--- config.mk ---
export PLATFORM = sky130hd
export DESIGN_NAME = serial_in_parallel_out_word_capture
export DESIGN_NICKNAME = d
export VERILOG_FILES = /design/src/rtl/serial_in_parallel_out_word_capture.sv
export SDC_FILE = /design/constraint.sdc
export NUM_CORES = 1
export LEC_CHECK = 0
export CORE_AREA = 3 3 40 42
export CTS_CLUSTER_DIAMETER = 30
export DETAILED_ROUTE_END_ITERATION = 10
export DIE_AREA = 0 0 43 45
export PLACE_DENSITY_LB_ADDON = 0.08
export RECOVER_POWER = 25
export SYNTH_ARGS = -nofsm -noshare
export SYNTH_HDL_FRONTEND = slang
export SYNTH_SLANG_ARGS = --single-unit
--- constraint.sdc ---
create_clock -name clk -period 2.6 [get_ports clk]
set_input_delay 0.78 -clock clk [delete_from_list [all_inputs] [get_ports clk]]
set_output_delay 0.78 -clock clk [all_outputs]
set_load 0.05 [all_outputs]
--- src/rtl/serial_in_parallel_out_word_capture.sv ---
// MSB-first serial-to-parallel word capture with bit counting, a valid/ack
// handshake towards the consumer, and a sticky overrun flag.
module serial_in_parallel_out_word_capture #(
    parameter int SIZE  = 4,
    parameter int DELAY = 3
) (
    input  logic                    clk,
    input  logic                    rst_n,
    input  logic                    shift_in,
    input  logic                    en,
    input  logic                    sync,
    input  logic                    data_ack,
    output logic [SIZE-1:0]         data_out,
    output logic                    data_valid,
    output logic                    overrun,
    output logic                    busy,
    output logic [$clog2(SIZE)-1:0] bit_cnt
);

    localparam int CNT_W   = $clog2(SIZE);
    // The oldest shifted bit is never observed before capture, so only
    // SIZE-1 history bits are kept; the final bit joins them at capture.
    localparam int SHIFT_W = SIZE - 1;
    localparam logic [CNT_W-1:0] LAST_BIT = CNT_W'(SIZE - 1);

    if (SIZE < 2) begin : g_bad_size
        $error("serial_in_parallel_out_word_capture: SIZE must be at least 2");
    end
    // Outputs are driven with zero delay; DELAY is kept only for interface
    // compatibility with the rest of the library.
    if (DELAY < 0) begin : g_bad_delay
        $error("serial_in_parallel_out_word_capture: DELAY must be non-negative");
    end

    typedef enum logic {
        IDLE,
        SHIFTING
    } state_t;

    logic [SHIFT_W-1:0] shift_reg, shift_next;
    logic [CNT_W-1:0]   cnt_reg, cnt_next;
    logic [SIZE-1:0]    data_reg, data_next;
    logic               valid_reg, valid_next;
    logic               overrun_reg, overrun_next;
    logic               capture;
    logic               overrun_set;
    state_t             state;

    always_ff @(posedge clk or negedge rst_n) begin
        if (!rst_n) begin
            shift_reg   <= '0;
            cnt_reg     <= '0;
            data_reg    <= '0;
            valid_reg   <= 1'b0;
            overrun_reg <= 1'b0;
        end else begin
            shift_reg   <= shift_next;
            cnt_reg     <= cnt_next;
            data_reg    <= data_next;
            valid_reg   <= valid_next;
            overrun_reg <= overrun_next;
        end
    end

    always_comb begin
        state        = (cnt_reg == '0) ? IDLE : SHIFTING;
        shift_next   = shift_reg;
        cnt_next     = cnt_reg;
        data_next    = data_reg;
        valid_next   = valid_reg;
        overrun_next = overrun_reg;
        capture      = 1'b0;
        overrun_set  = 1'b0;

        if (sync) begin
            // Realign: the bit strobed alongside sync starts the new word.
            shift_next = en ? SHIFT_W'(shift_in) : '0;
            cnt_next   = en ? CNT_W'(1) : '0;
        end else if (en) begin
            shift_next = SHIFT_W'({shift_reg, shift_in});
            case (state)
                IDLE: cnt_next = CNT_W'(1);
                SHIFTING: begin
                    if (cnt_reg == LAST_BIT) begin
                        capture  = 1'b1;
                        cnt_next = '0;
                    end else begin
                        cnt_next = cnt_reg + CNT_W'(1);
                    end
                end
                default: cnt_next = '0;
            endcase
        end

        if (capture) begin
            data_next   = {shift_reg, shift_in};
            valid_next  = 1'b1;
            overrun_set = valid_reg && !data_ack;
        end else if (data_ack) begin
            valid_next = 1'b0;
        end

        if (overrun_set) begin
            overrun_next = 1'b1;
        end else if (data_ack) begin
            overrun_next = 1'b0;
        end
    end

    assign data_out   = data_reg;
    assign data_valid = valid_reg;
    assign overrun    = overrun_reg;
    assign bit_cnt    = cnt_reg;
    assign busy       = (cnt_reg != '0);

endmodule

# After elaboration in Yosys (flattened, before gate mapping)
# Cells that the tools add are included.
[op_classes]
n_addsub = 1
n_eq_ne = 1
n_mux = 17
n_reduce_logical = 7
[ops]
columns = ["op", "n"]
rows = [
  ["1-bit 2-to-1 mux", 11],
  ["2-bit nonzero test", 4],
  ["2-bit 2-to-1 mux", 3],
  ["3-bit 2-to-1 mux", 2],
  ["2-bit one-hot mux with 2 select lines", 1],
  ["2-bit by 1-bit adder with 2-bit output (second input constant)", 1],
  ["2-bit == test (second input constant)", 1],
  ["2-bit logical NOT", 1],
  ["1-bit logical AND", 1],
  ["1-bit logical NOT", 1],
]
[word_totals]
register_bits = 11
input_bits = 6
out_inout_bits = 9
wordCells = 31

# Longest topological paths before layout
# Gate-level depths: netlist of the first run.
[logic_depth]
depth_word = 7
mapped_depth = 4
depth_no_buf = 4

# Least setup slack after synthesis of the first run
# OpenSTA, ideal clock, no wires.
[synth_timing]
path_type = "register to output"
from = "reg cnt_reg[0], in the netlist bit_cnt[0]"
to = "out busy"
arrival_time_ns = 1.308
required_time_ns = 1.820
slack_ns = 0.512
stages_incl_launch_ff = 4
path_buffers = 0
cell_sequence = "dfrtp_1 -> inv_1 -> ha_1 -> inv_1"
[synth_between]
elab_chain_len = 1
[synth_rtl]
columns = ["element", "line", "source"]
rows = [
  ["start: declaration", "41", "logic [CNT_W-1:0] cnt_reg, cnt_next;"],
  ["start signal: assignment", "58", "cnt_reg <= cnt_next;"],
  ["2-bit nonzero test", "114", "assign busy = (cnt_reg != '0);"],
  ["end: declaration", "16", "output logic busy,"],
]
# No other way between the ends.

# Worst setup path after layout of the first run
[layout_timing]
from = "reg cnt_reg[1], in the netlist bit_cnt[1]"
to = "out bit_cnt[1]"
[layout_rtl]
columns = ["element", "line", "source"]
rows = [
  ["end: declaration", "17", "output logic [$clog2(SIZE)-1:0] bit_cnt"],
]
# No word-level cell between the ends.

==> results of run 1 <==
[metal layers]
metal  up-vias  part of all wire  track usage  routed length, µm
met3         2             0.083       0.0598                 70
li1        162                 -            -                  -
met5         -                 0            0                  0
met2        16              0.42        0.129                353
met4         0             0.013       0.0723                 11
met1       146              0.48        0.134                409
[cell usage in the layout, fill, tap and decap left out]
| cell type | instances |
|---|---|
| dlygate4sd3_1 | 1 |
| clkbuf_1 | 1 |
| ha_1 | 3 |
| mux2_4 | 4 |
| nand2b_1 | 1 |
| buf_4 | 1 |
| mux2i_1 | 3 |
| nand2_1 | 1 |
| nor2_1 | 4 |
| clkdlybuf4s50_1 | 12 |
| o31ai_1 | 2 |
| inv_1 | 4 |
| o22ai_1 | 1 |
| clkbuf_4 | 3 |
| dfrtp_1 | 11 |
| nand3b_4 | 1 |
| a22o_1 | 1 |
[final timing paths]
path,to,slack (ns),startpoint
worst max register to register,data_out[2],1.38,bit_cnt[1]
worst min register to register,data_valid,0.51,data_valid
worst min-delay path,data_valid,0.51,data_valid
min in group asynchronous,data_valid,0.91,rst_n
max in group asynchronous,data_out[2],1.36,rst_n
worst max-delay path,bit_cnt[1],0.30,bit_cnt[1]
[stage by stage]
stage          hold slack (ns)  instances  area (µm²)  total power, W  setup WS (ns)
2_1_floorplan            0.481         37         504        0.000314          0.512
3_3_place_gp             0.499         65         649        0.000369          0.513
3_5_place_dp             0.497         65         649        0.000372          0.475
4_1_cts                  0.517         69         676        0.000492          0.288
5_1_grt                  0.528         69         676        0.000511          0.227
6_report                 0.511         69         676        0.000481          0.297
[report_power, final]
group          switching (W)  internal (W)  leakage (nW)
Sequential         0.0000136      0.000190         0.147
Clock              0.0000556     0.0000594        0.0150
Combinational      0.0000985     0.0000642         0.188
Total               0.000168      0.000314         0.350
[final cells by class]
type | instances | area (µm²)
Tap cell | 15 | 18.8
Inverter | 4 | 15.0
Fill cell | 109 | 609
Timing Repair Buffer | 14 | 138
Clock buffer | 4 | 26.3
Sequential cell | 11 | 275
Multi-Input combinational cell | 21 | 203
[cell families (layout without fill, tap and decap cells)]
| kind of cell | after synthesis | count (layout) | share of synthesized area |
|---|---|---|---|
| muxes | 7 | 7 | 0.179 |
| buffers and inverters | 5 | 22 | 0.0521 |
| and+or+nand+nor | 7 | 7 | 0.0893 |
| DFF | 11 | 11 | 0.546 |
| adders and majority gates | 3 | 3 | 0.0744 |
| AOI/OAI and AO/OA | 4 | 4 | 0.0596 |
==> run metrics, run 1 <==
status=completed; sequential fraction of the synthesis area=0.546; post-synthesis async set-or-reset flop share=1.00; DRC viols=0; CP max FO=5; routed via count=326; Post-CTS Setup Inserts=0; Worst setup SP type=flop; Final GP Congestion=0.710; Worst Hold Depth=2; global-route wire length before repair=1.35 mm; Detailed Route WL=844 µm; largest net degree at the start of global routing=12; Synth Flop Type=dfrtp_1; post-route core utilization=0.526; antenna violations before repair=0; CTS Hold Bufs=0; clock root buffer=clkbuf_4; Synth area leaders=dfrtp_1 55%, mux2_4 12%, ha_1 7.4%; Die Height=45 µm; critical path's slowest cell=clkdlybuf4s50_1; area fraction of the dominant cell type after synthesis=0.546; worst path cell trace=clkdlybuf4s50_1; Cell Pwr Density=713 nW/µm²; clock sinks=11; Max VDD drop=0.000267 V; nets@finish=64; most area-hungry cell type in the Yosys netlist=dfrtp_1; First DRT Iteration DRCs=0; count leader, synth=dfrtp_1; CP Data Arrival Time=1.52 ns; P&R area growth vs syn=34.0%; actual slew at the worst max-slew pin=0.497 ns; Mapped Cells=37; worst rel slew slack=0.667; fraction of layout instances using a drive strength above 1=0.167; H-Tree Depth=1; highest clock rate=434 MHz; Worst setup EP type=primary output; Rows=13; Worst path depth=1; Syn Area/Cell=13.6 µm²; synthesized cell area=504 µm²; Clock Path Buffers=2; Max-Cap Viols=0; Mapped Nets=46; clock slew at reported path FFs=0.07 ns; ant diodes=0; Tcrit/Tclk final=0.886; Worst R2R Path Depth=3; cell family with most CP delay=buffers and inverters; worst skew pair latency=0.27 ns; PortBufs=14; max reg flops=4; Final setup viols=0; first-pass iteration count of the detailed router=1; max-slew violation count=0; Setup Skew=0.000939 ns; leakage dissipation=0.350 nW; Total GRT Usage=0.104; gr ovfl total=0; starting density of the core=0.392; Core Region=1280 µm²; number of global-route vias before repair=309; CTS buffer count=3; EDFF count, synth=0; antenna viol nets, final=0; critical path type=reg2out; CTS tree=yes; Die Wd=43 µm; RSZ-0062 raised after global routing=no; Syn. warnings=0; WL/cell=12.2 µm; io pins=15; Final Hold Viols=0; Synth Register Bits=11; Hold Path Class=reg2reg; total die area=1940 µm²; Critical Path RT=1.82 ns; Tmin final=2.30 ns; post_cts resized=0; Max stage delay on crit path=0.83 ns; Sum Neg Setup Slack=0 ns; Commonest cells post-synth=11 x dfrtp_1, 4 x inv_1, 4 x mux2_4, 4 x nor2_1; Worst Path Buf+Inv=1; Unique masters post-synth=13; via/cell ratio=4.72
(Power assumes the default switching activity.)
==> run 2: changes to the inputs <==
- CORE_AREA: 3 3 40 42 -> default
- CORE_MARGIN: default -> 3
- CORE_UTILIZATION: default -> 35
- DIE_AREA: 0 0 43 45 -> default
- MAX_ROUTING_LAYER: default -> met4
- SKIP_CTS_REPAIR_TIMING: default -> 1
==> run metrics, run 2 (same netlist as run 1, synthesis figures left out) <==
status=completed; Total GRT Usage=0.112; most frequent cells in the layout=12 x clkdlybuf4s50_1, 11 x dfrtp_1, 4 x inv_1, 4 x nor2_1, 4 x mux2_4; max-slew violation count=0; io pins=15; Die Wd=44.0 µm; Max VDD drop=0.000285 V; worst rel slew slack=0.665; highest clock rate=436 MHz; worst path cell trace=clkdlybuf4s50_1; CTS buffer count=3; Die Height=44.0 µm; number of global-route vias before repair=311; leading cell type in the layout, fill and taps excluded=clkdlybuf4s50_1; Rows=13; WL/cell=12.2 µm; Worst Path Buf+Inv=1; Critical Path RT=1.82 ns; Worst setup SP type=flop; DP HPWL=635 µm; routed via count=332; antenna violations before repair=0; CP Data Arrival Time=1.51 ns; Tcrit/Tclk final=0.881; gr ovfl total=0; clock sinks=11; Max-Cap Viols=0; RSZ-0062 raised after global routing=no; Worst setup EP type=primary output; first-pass iteration count of the detailed router=2; fraction of layout instances using a drive strength above 1=0.167; worst skew pair latency=0.26 ns; Setup Skew=0.000537 ns; P&R area growth vs syn=34.0%; cell family with most CP delay=buffers and inverters; total die area=1930 µm²; First DRT Iteration DRCs=2; Sum Neg Setup Slack=0 ns; CP max FO=5; post-layout power=0.000483 W; via/cell ratio=4.81; critical path type=reg2out; Detailed Route WL=841 µm; Cell Pwr Density=714 nW/µm²; clock root buffer=clkbuf_4; starting density of the core=0.378; clock slew at reported path FFs=0.07 ns; critical path's slowest cell=clkdlybuf4s50_1; PortBufs=14; largest net degree at the start of global routing=12; Final Hold Viols=0; leakage dissipation=0.350 nW; nets@finish=64; Final GP Congestion=0.706; DRC viols=0; Max stage delay on crit path=0.83 ns; post-route core utilization=0.507; max reg flops=4; Tmin final=2.29 ns; Clock Path Buffers=2; actual slew at the worst max-slew pin=0.501 ns; Final setup viols=0; Hold Path Class=reg2reg; global-route wire length before repair=1.44 mm; antenna viol nets, final=0; CTS tree=yes; H-Tree Depth=1; Core Region=1330 µm²; ant diodes=0
run 2: cell counts in the layout (fill, tap and decap cells not counted):
Identical to the previous run, type by type.
run 2: cell type report:
cell class	count	area [µm²]
clock buffer	4	26.3
fill	128	658
inverter	4	15.0
multi-input combinational	21	203
sequential	11	275
tap	15	18.8
timing repair buffer	14	138
run 2: worst paths after layout:
kind / from / endpoint / slack, ns / depth (start not counted)
max: bit_cnt[1] / bit_cnt[1] / 0.31 / 1
min: data_out[3] / data_out[3] / 0.52 / 1
max reg2reg: bit_cnt[1] / data_out[3] / 1.39 / 3
min reg2reg: data_out[3] / data_out[3] / 0.52 / 1
max in group asynchronous: rst_n / data_out[2] / 1.35 / 1
min in group asynchronous: rst_n / data_valid / 0.92 / 1
run 2: layer usage:
| metal | track usage | wire length, µm | vias up |
|---|---|---|---|
| met3 | 0.0415 | 69 | 4 |
| met5 | - | 0 | - |
| met1 | 0.144 | 405 | 154 |
| li1 | - | - | 160 |
| met2 | 0.137 | 337 | 14 |
| met4 | 0.0904 | 28 | 0 |
run 2: power by group:
| group | total, W | switching, W | internal [W] | leakage, nW |
|---|---|---|---|---|
| combinational | 0.000162 | 0.0000985 | 0.0000640 | 0.188 |
| clock | 0.000116 | 0.0000570 | 0.0000593 | 0.0150 |
| sequential | 0.000204 | 0.0000137 | 0.000190 | 0.147 |
run 2: through the flow:
step	worst slack (ns)	cells	area (µm²)	hold slack (ns)
5_1_grt	0.247	69	676	0.539
3_3_place_gp	0.516	65	649	0.499
3_5_place_dp	0.470	65	649	0.497
6_report	0.308	69	676	0.515
4_1_cts	0.290	69	676	0.520
2_1_floorplan	0.512	37	504	0.481
==> run 3: changes to the inputs <==
- GPL_ROUTABILITY_DRIVEN: default -> 0
- SKIP_LAST_GASP: default -> 1
==> results of run 3 <==
Same layout as run 2: the final DEF is identical, and so are final timing and power.
